### config.mk
export PLATFORM = sky130hd
export DESIGN_NAME = cpu_run_ctrl
export DESIGN_NICKNAME = d
export VERILOG_FILES = /design/src/rtl/cpu_run_ctrl.sv
export SDC_FILE = /design/constraint.sdc
export NUM_CORES = 1
export LEC_CHECK = 0
export ABC_AREA = 1
export ABC_CLOCK_PERIOD_IN_PS = 2000
export BUFFER_PORTS_ARGS = -buffer_cell sky130_fd_sc_hd__buf_2
export CORE_ASPECT_RATIO = 0.5
export CORE_MARGIN = 10
export CORE_UTILIZATION = 49
export DETAILED_ROUTE_END_ITERATION = 7
export PLACE_DENSITY_LB_ADDON = 0.25
export SETUP_SLACK_MARGIN = 0.05
export SLEW_MARGIN = 20
export SYNTH_ARGS = -nofsm -noshare
export SYNTH_HDL_FRONTEND = slang
export SYNTH_SLANG_ARGS = --single-unit
### constraint.sdc
create_clock -name clk -period 2 [get_ports clk]
set_input_delay 0.4 -clock clk [delete_from_list [all_inputs] [get_ports clk]]
set_output_delay 0.4 -clock clk [all_outputs]
set_load 0.05 [all_outputs]
### src/rtl/cpu_run_ctrl.sv
// Run-control sequencer: turns monitor start/step/quit pulses into single-cycle
// cpu_start / quit_cmd strobes, with N-instruction stepping, a PC breakpoint,
// a post-stop drain window, and start deferral until DRAM calibration is done.
module cpu_run_ctrl #(
  parameter int STEP_W    = 16,
  parameter int DRAIN_CYC = 5
) (
  input  logic              clk,
  input  logic              rst_n,
  input  logic              init_calib_complete,
  input  logic              cmd_start,
  input  logic              cmd_step,
  input  logic              cmd_quit,
  input  logic [STEP_W-1:0] step_cnt,
  input  logic              brk_en,
  input  logic [31:0]       brk_addr,
  input  logic [31:0]       pc_ex,
  input  logic              pc_adv,
  output logic              cpu_start,
  output logic              quit_cmd,
  output logic              running,
  output logic              brk_hit,
  output logic              step_done
);

  localparam int DRN_W = (DRAIN_CYC > 1) ? $clog2(DRAIN_CYC) : 1;

  typedef enum logic [2:0] {S_IDLE, S_ARMED, S_RUN, S_STEP, S_STOP} state_t;

  state_t            state, state_nxt;
  logic              armed_step, armed_step_nxt;
  logic [STEP_W-1:0] cnt, cnt_nxt;
  logic [DRN_W-1:0]  drain, drain_nxt;
  logic              cpu_start_nxt, quit_nxt, brk_hit_nxt, step_done_nxt;
  logic              brk_match, cnt_end;

  // Breakpoint only counts when the EX instruction actually retires this cycle.
  assign brk_match = pc_adv & brk_en & (pc_ex == brk_addr);
  assign cnt_end   = (state == S_STEP) & pc_adv & (cnt == STEP_W'(1));
  assign running   = (state == S_RUN) | (state == S_STEP);

  // State, counters and registered strobes.
  always_ff @(posedge clk or negedge rst_n) begin
    if (!rst_n) begin
      state      <= S_IDLE;
      armed_step <= 1'b0;
      cnt        <= '0;
      drain      <= '0;
      cpu_start  <= 1'b0;
      quit_cmd   <= 1'b0;
      brk_hit    <= 1'b0;
      step_done  <= 1'b0;
    end else begin
      state      <= state_nxt;
      armed_step <= armed_step_nxt;
      cnt        <= cnt_nxt;
      drain      <= drain_nxt;
      cpu_start  <= cpu_start_nxt;
      quit_cmd   <= quit_nxt;
      brk_hit    <= brk_hit_nxt;
      step_done  <= step_done_nxt;
    end
  end

  // Next-state and next-strobe decode.
  always_comb begin
    state_nxt      = state;
    armed_step_nxt = armed_step;
    cnt_nxt        = cnt;
    drain_nxt      = drain;
    cpu_start_nxt  = 1'b0;
    quit_nxt       = 1'b0;
    brk_hit_nxt    = brk_hit;
    step_done_nxt  = 1'b0;
    case (state)
      S_IDLE: begin
        // Start wins over step when both arrive together.
        if (cmd_start | cmd_step) begin
          brk_hit_nxt    = 1'b0;
          armed_step_nxt = ~cmd_start;
          if (!cmd_start)
            cnt_nxt = (step_cnt == '0) ? STEP_W'(1) : step_cnt;
          if (init_calib_complete) begin
            state_nxt     = cmd_start ? S_RUN : S_STEP;
            cpu_start_nxt = 1'b1;
          end else begin
            state_nxt = S_ARMED;
          end
        end
      end
      S_ARMED: begin
        if (cmd_quit) begin
          state_nxt = S_IDLE;
        end else if (init_calib_complete) begin
          state_nxt     = armed_step ? S_STEP : S_RUN;
          cpu_start_nxt = 1'b1;
        end
      end
      S_RUN, S_STEP: begin
        if ((state == S_STEP) && pc_adv)
          cnt_nxt = cnt - STEP_W'(1);
        if (cmd_quit | brk_match | cnt_end) begin
          // All stop causes merge into a single quit strobe.
          state_nxt = S_STOP;
          drain_nxt = DRN_W'(DRAIN_CYC - 1);
          quit_nxt  = 1'b1;
          if (brk_match) brk_hit_nxt   = 1'b1;
          if (cnt_end)   step_done_nxt = 1'b1;
        end else if (!init_calib_complete) begin
          // Status block halts on its own here; no quit strobe needed.
          state_nxt = S_STOP;
          drain_nxt = DRN_W'(DRAIN_CYC - 1);
        end
      end
      S_STOP: begin
        if (drain == '0) state_nxt = S_IDLE;
        else             drain_nxt = drain - DRN_W'(1);
      end
      default: state_nxt = S_IDLE;
    endcase
  end

endmodule

==> results of run 1 <==
routing by layer:
layer,track usage,routed length [um],share of wire
met5,0,0,0
met3,0.0445,719,0.11
met4,0.0232,24,0.0038
met1,0.207,2900,0.46
met2,0.260,2730,0.43
worst paths after layout:
check | slack, ns | startpoint | depth (start not counted) | endpoint
max in group asynchronous | 1.49 | rst_n | 1 | cnt[14]
hold reg to reg | 0.48 | brk_hit | 2 | brk_hit
hold / removal | 0.12 | rst_n | 1 | cnt[2]
setup / recovery | 0.11 | state[2] | 5 | running
setup reg to reg | 0.21 | cnt[4] | 12 | cnt[15]
min in group clk | 0.37 | cmd_step | 3 | armed_step
cells by family after synthesis:
logic type / synth area share
buffers and inverters: 0.143
xor gates and xnor gates: 0.0503
and+or+nand+nor: 0.339
DFF: 0.299
AOI/OAI and AO/OA: 0.147
adders and majority gates: 0.0221
synthesized netlist by cell type:
| master | number |
|---|---|
| a211oi_1 | 1 |
| a211oi_4 | 1 |
| a21oi_1 | 12 |
| a21oi_2 | 1 |
| a31oi_1 | 1 |
| a32o_1 | 1 |
| a32oi_1 | 2 |
| buf_2 | 1 |
| buf_6 | 1 |
| clkbuf_1 | 4 |
| dfrtp_1 | 27 |
| ha_1 | 4 |
| inv_1 | 73 |
| inv_2 | 5 |
| nand2_1 | 110 |
| nand2_2 | 1 |
| nand2_4 | 1 |
| nand3_1 | 16 |
| nand3_2 | 1 |
| nand4_1 | 6 |
| nor2_1 | 38 |
| nor2_2 | 2 |
| nor3_1 | 5 |
| nor3_2 | 1 |
| nor4_1 | 2 |
| o211ai_1 | 1 |
| o21ai_0 | 17 |
| o21ai_1 | 6 |
| o21bai_1 | 1 |
| o221ai_1 | 2 |
| o22ai_1 | 5 |
| o31ai_1 | 2 |
| o32ai_1 | 1 |
| or2_2 | 1 |
| xnor2_1 | 7 |
| xor2_1 | 6 |
through the flow:
step	setup slack [ns]	std cells
floorplan	0.333	366
global placement	0.157	514
detailed placement	0.118	514
CTS	0.105	518
global route	0.0385	518
finish	0.113	518
area by class of cell:
cell class	instances	area, um2
multi-input combinational	255	1280
timing repair buffer	97	498
sequential	27	676
inverter	78	293
clock inverter	1	5.00
clock buffer	3	41.3
tap	57	71.3
fill	442	1560
power groups by stage:
| stage | Sequential, uW | Combinational, uW | Clock [uW] |
|---|---|---|---|
| after floorplan | 994 | 1240 | 0 |
| after global placement | 977 | 1700 | 0 |
| after CTS | 966 | 1730 | 324 |
| final | 975 | 1760 | 314 |
| after detailed placement | 976 | 1730 | 0 |
| after global routing | 1010 | 2010 | 352 |
worst max-delay path, stage by stage (launching register included):
cell	delay, ns
dfrtp_1	0.43
inv_2	0.10
nand2_2	0.06
inv_2	0.06
buf_4	0.24
buf_2	0.31
cells in the final DEF, fill, tap and decap left out, drive strengths merged:
master / instances
a211oi: 2
a21oi: 13
a31oi: 1
a32o: 1
a32oi: 2
buf: 97
clkbuf: 3
clkinv: 1
dfrtp: 27
ha: 4
inv: 78
nand2: 112
nand3: 17
nand4: 6
nor2: 40
nor3: 6
nor4: 2
o211ai: 1
o21ai: 23
o21bai: 1
o221ai: 2
o22ai: 5
o31ai: 2
o32ai: 1
or2: 1
xnor2: 7
xor2: 6
registers in the layout (all words and copies together), names as in the netlist:
name        count
cnt            16
drain           3
state           3
armed_step      1
brk_hit         1
cpu_start       1
quit_cmd        1
step_done       1
==> impl_metrics.tcl, run 1 <==
set metrics [dict create \
    status "finished clean" \
    yosysUniqueCellTypes 36 \
    ys_top_cells_by_area "dfrtp_1, nand2_1, inv_1" \
    finish.instance_area_um2 2870 \
    post_dp_cell_area_um2 2800 \
    grt_max_degree 28 \
    track_usage 0.157 \
    hpwl_um 5340 \
    fin_crit_ns 1.89 \
    clock-root-buffer "clkbuf_8" \
    synth_top_area_cell "dfrtp_1" \
    peakVddDrop_v 0.000747 \
    total_power_uw 3050 \
    grt_pass1_wl_um 10400 \
    die_area_um2 7900 \
    die_w_um 116 \
    p_clk_frac 0.103 \
    ys_seq_area_frac 0.299 \
    h-tree-depth 1 \
    min_path_type "in -> async" \
    drive_gt1_frac 0.258 \
    avgSynthCellArea_um2 6.18 \
    max_cap_violations 0 \
    die_h_um 68.1 \
    num_antenna_cells 0 \
    grt-ovfl-total 0 \
    numCtsBuffers 3 \
    setup_violations 0 \
    drt_wl_total_um 6380 \
    gp_congestion 0.877 \
    yosysWarningCount 0 \
    sw_frac_of_total 0.486 \
    cts_tree "yes" \
    placementRows 17 \
    fin_setup_tns_ns 0 \
    cts_resized 0 \
    slew_violations 0 \
    antenna_found_initial 0 \
    comb_power_share 0.577 \
    postCtsSetupBuffers 0 \
    syn_inst 366 \
    max_freq_mhz 530 \
    hold_buffers 0 \
    drt_first_pass_iters 4 \
    p_int_uw 1570 \
    finalCritPeriodShare 0.944 \
    whs_ns 0.122 \
    ys_ff_latch 27 \
    initial_utilization 0.512 \
    net-switching-power_uw 1480 \
    clock_path_buffers 2 \
    drtIter0Drc 123 \
    vias_per_cell 4.87 \
    fin_skew_ns 0.00597 \
    ioPinCount 93 \
    syn2layout_area_growth_pct 26.7 \
    cts.sinks 27 \
    nNetsFinal 554 \
    port_buffers 92 \
    maxSlewHeadroom 0.602 \
    grt_pass1_vias 2292 \
    power.leakage_uw 0.00168 \
    critical_path_arrival_ns 1.49 \
    end_kind "output pin" \
    core_um2 4420 \
    drc 0 \
    critPathRequiredTime_ns 1.60 \
    hold_viol 0 \
    grt_setup_unrepaired "true" \
    syn_nets 458 \
    finish.utilization 0.648 \
    post_drt_wl_per_cell_um 12.3 \
    synth_area_um2 2260 \
    p_per_area_nw_per_um2 1060 \
    worst_pin_slew_ns 0.597 \
    cp-start-kind "flip-flop" \
    clk-insertion-delay-late_ns 0.28 \
    crit_fanout 21 \
    crit_type "reg -> out" \
    via_count 2521 \
    drt.antenna.violating_nets 0 \
    path_clk_slew_ns 0.10 \
    power_frac_seq 0.320 \
    synth_top_area_share 0.299 \
]
(Power assumes the default switching activity.)
==> run 2: changes to the inputs <==
Settings changed: BUFFER_PORTS_ARGS -buffer_cell sky130_fd_sc_hd__buf_2 to -buffer_cell sky130_fd_sc_hd__buf_4, CTS_BUF_LIST from default to sky130_fd_sc_hd__clkbuf_16.
==> run 2 against run 1 <==
Worst setup slack improved by 0.094 ns. Global-route usage rose by 2.5 points. Register-to-register slack barely moved. Sequential share of layout area fell by 2.1 points. Core utilization rose by 6.5 points. Cell count rose by 0.58%. Worst hold slack got worse by 0.085 ns. Critical path depth did not move. Clock skew rose by 0.0023 ns. Count of clock-buffer cells in the layout did not move. Die area did not move. Maximum frequency rose by 5.3%. Critical path type unchanged.
==> impl_metrics.tcl, run 2 (same netlist as run 1, synthesis figures left out) <==
set metrics [dict create \
    clock_path_buffers 2 \
    crit_type "reg -> out" \
    min_path_type "in -> async" \
    reg2reg_depth 8 \
    power.leakage_uw 0.00178 \
    layout_commonest_cell "nand2_1" \
    largest_reg_flops 16 \
    post_drt_wl_per_cell_um 14.2 \
    end_kind "output pin" \
    sw_frac_of_total 0.469 \
    maxSlewHeadroom 0.669 \
    endpoint "running" \
    fin_crit_ns 1.79 \
    syn2layout_area_growth_pct 39.4 \
    top_register "cnt" \
    critical_path.startpoint "state[2]" \
    cts_tree "yes" \
    total_power_uw 3340 \
    critPathRequiredTime_ns 1.60 \
    drive_gt1_frac 0.272 \
    numCtsBuffers 3 \
    clock-root-buffer "clkbuf_16" \
    hold_buffers 0 \
    mostFrequentLayoutCells "nand2_1, buf_4, inv_1" \
    grt_pass1_wl_um 11800 \
    gp_congestion 0.916 \
    ioPinCount 93 \
    drt_first_pass_iters 6 \
    core_um2 4420 \
    regToRegEndpoint "cnt[14]" \
    antenna_found_initial 0 \
    net-switching-power_uw 1570 \
    finalCritPeriodShare 0.897 \
    drt.antenna.violating_nets 0 \
    grt_setup_unrepaired "true" \
    hold_viol 0 \
    fin_skew_ns 0.00831 \
    track_usage 0.182 \
    drc 0 \
    initial_utilization 0.512 \
    die_h_um 68.1 \
    p_per_area_nw_per_um2 1060 \
    power_frac_seq 0.298 \
    via_count 2668 \
    drt_wl_total_um 7380 \
    p_int_uw 1780 \
    p_clk_frac 0.140 \
    drtIter0Drc 179 \
    port_buffers 92 \
    grt_pass1_vias 2494 \
    cts.sinks 27 \
    worst_pin_slew_ns 0.491 \
    die_area_um2 7900 \
    die_w_um 116 \
    reg.largest.list "cnt: 16 flops, drain: 3 flops, state: 3 flops" \
    hpwl_um 5960 \
    fillCellCount 369 \
    slew_violations 0 \
    status "finished clean" \
    placementRows 17 \
    grt-ovfl-total 0 \
    r2r_start "cnt[1]" \
    comb_power_share 0.562 \
    path_clk_slew_ns 0.07 \
    rrSetupSlack_ns 0.22 \
    nNetsFinal 557 \
    setup_violations 0 \
    grt_max_degree 28 \
    peakVddDrop_v 0.000707 \
    vias_per_cell 5.12 \
    cp-start-kind "flip-flop" \
    max_freq_mhz 558 \
    h-tree-depth 1 \
    fin_setup_tns_ns 0 \
    max_cap_violations 0 \
    critical_path_arrival_ns 1.39 \
    crit_fanout 21 \
    num_antenna_cells 0 \
    clk-insertion-delay-late_ns 0.27 \
]
-- run 2: power groups by stage --
stage               logic (uW)  registers (uW)  clock network [uW]
finish                    1880             997                 467
global route              2110            1020                 508
CTS                       1830             970                 473
detailed placement        1820             976                   0
global placement          1740             971                   0
floorplan                 1240             994                   0
-- run 2: what timing repair did --
action,CTS,global route
resized for setup,0,8
setup endpoints to repair,0,7
buffers inserted,0,2
-- run 2: cell type report --
class / count / area, um2 / share of cell area
Inverter: 78 / 293 / 0.0928
Multi-Input combinational cell: 255 / 1280 / 0.406
Clock buffer: 3 / 75.1 / 0.0238
Sequential cell: 27 / 676 / 0.214
Tap cell: 57 / 71.3 / 0.0226
Clock inverter: 1 / 7.51 / 0.00238
Timing Repair Buffer: 100 / 751 / 0.238
-- run 2: worst min-delay path by stage --
| stage | from | endpoint | cells after the start |
|---|---|---|---|
| floorplan | rst_n | armed_step | 0 |
| global placement | rst_n | cnt[2] | 1 |
| detailed placement | rst_n | cnt[3] | 1 |
| CTS | rst_n | cnt[6] | 1 |
| global route | rst_n | cnt[6] | 1 |
| finish | rst_n | cnt[6] | 1 |
-- run 2: per-stage QoR --
step | cells | cell area (um2) | hold slack (ns) | util | setup slack, ns
floorplan | 366 | 2260 | 0.104 | - | 0.333
global placement | 515 | 3040 | 0.330 | 0.687 | 0.232
detailed placement | 515 | 3040 | 0.335 | 0.687 | 0.158
CTS | 519 | 3120 | 0.0505 | 0.706 | 0.151
global route | 521 | 3150 | 0.0623 | 0.713 | 0.0276
finish | 521 | 3150 | 0.0373 | 0.713 | 0.207
-- run 2: worst max-delay path: stages, from the launching register on --
cell	delay, ns
dfrtp_1	0.42
inv_2	0.10
nand2_2	0.06
inv_2	0.06
buf_4	0.24
buf_4	0.24
-- run 2: layer usage --
layer  share of wire  track usage  wire [um]
met1            0.43        0.224       3170
met2            0.47        0.330       3510
met3           0.092       0.0445        681
met4          0.0034       0.0186         25
met5               0            0          0
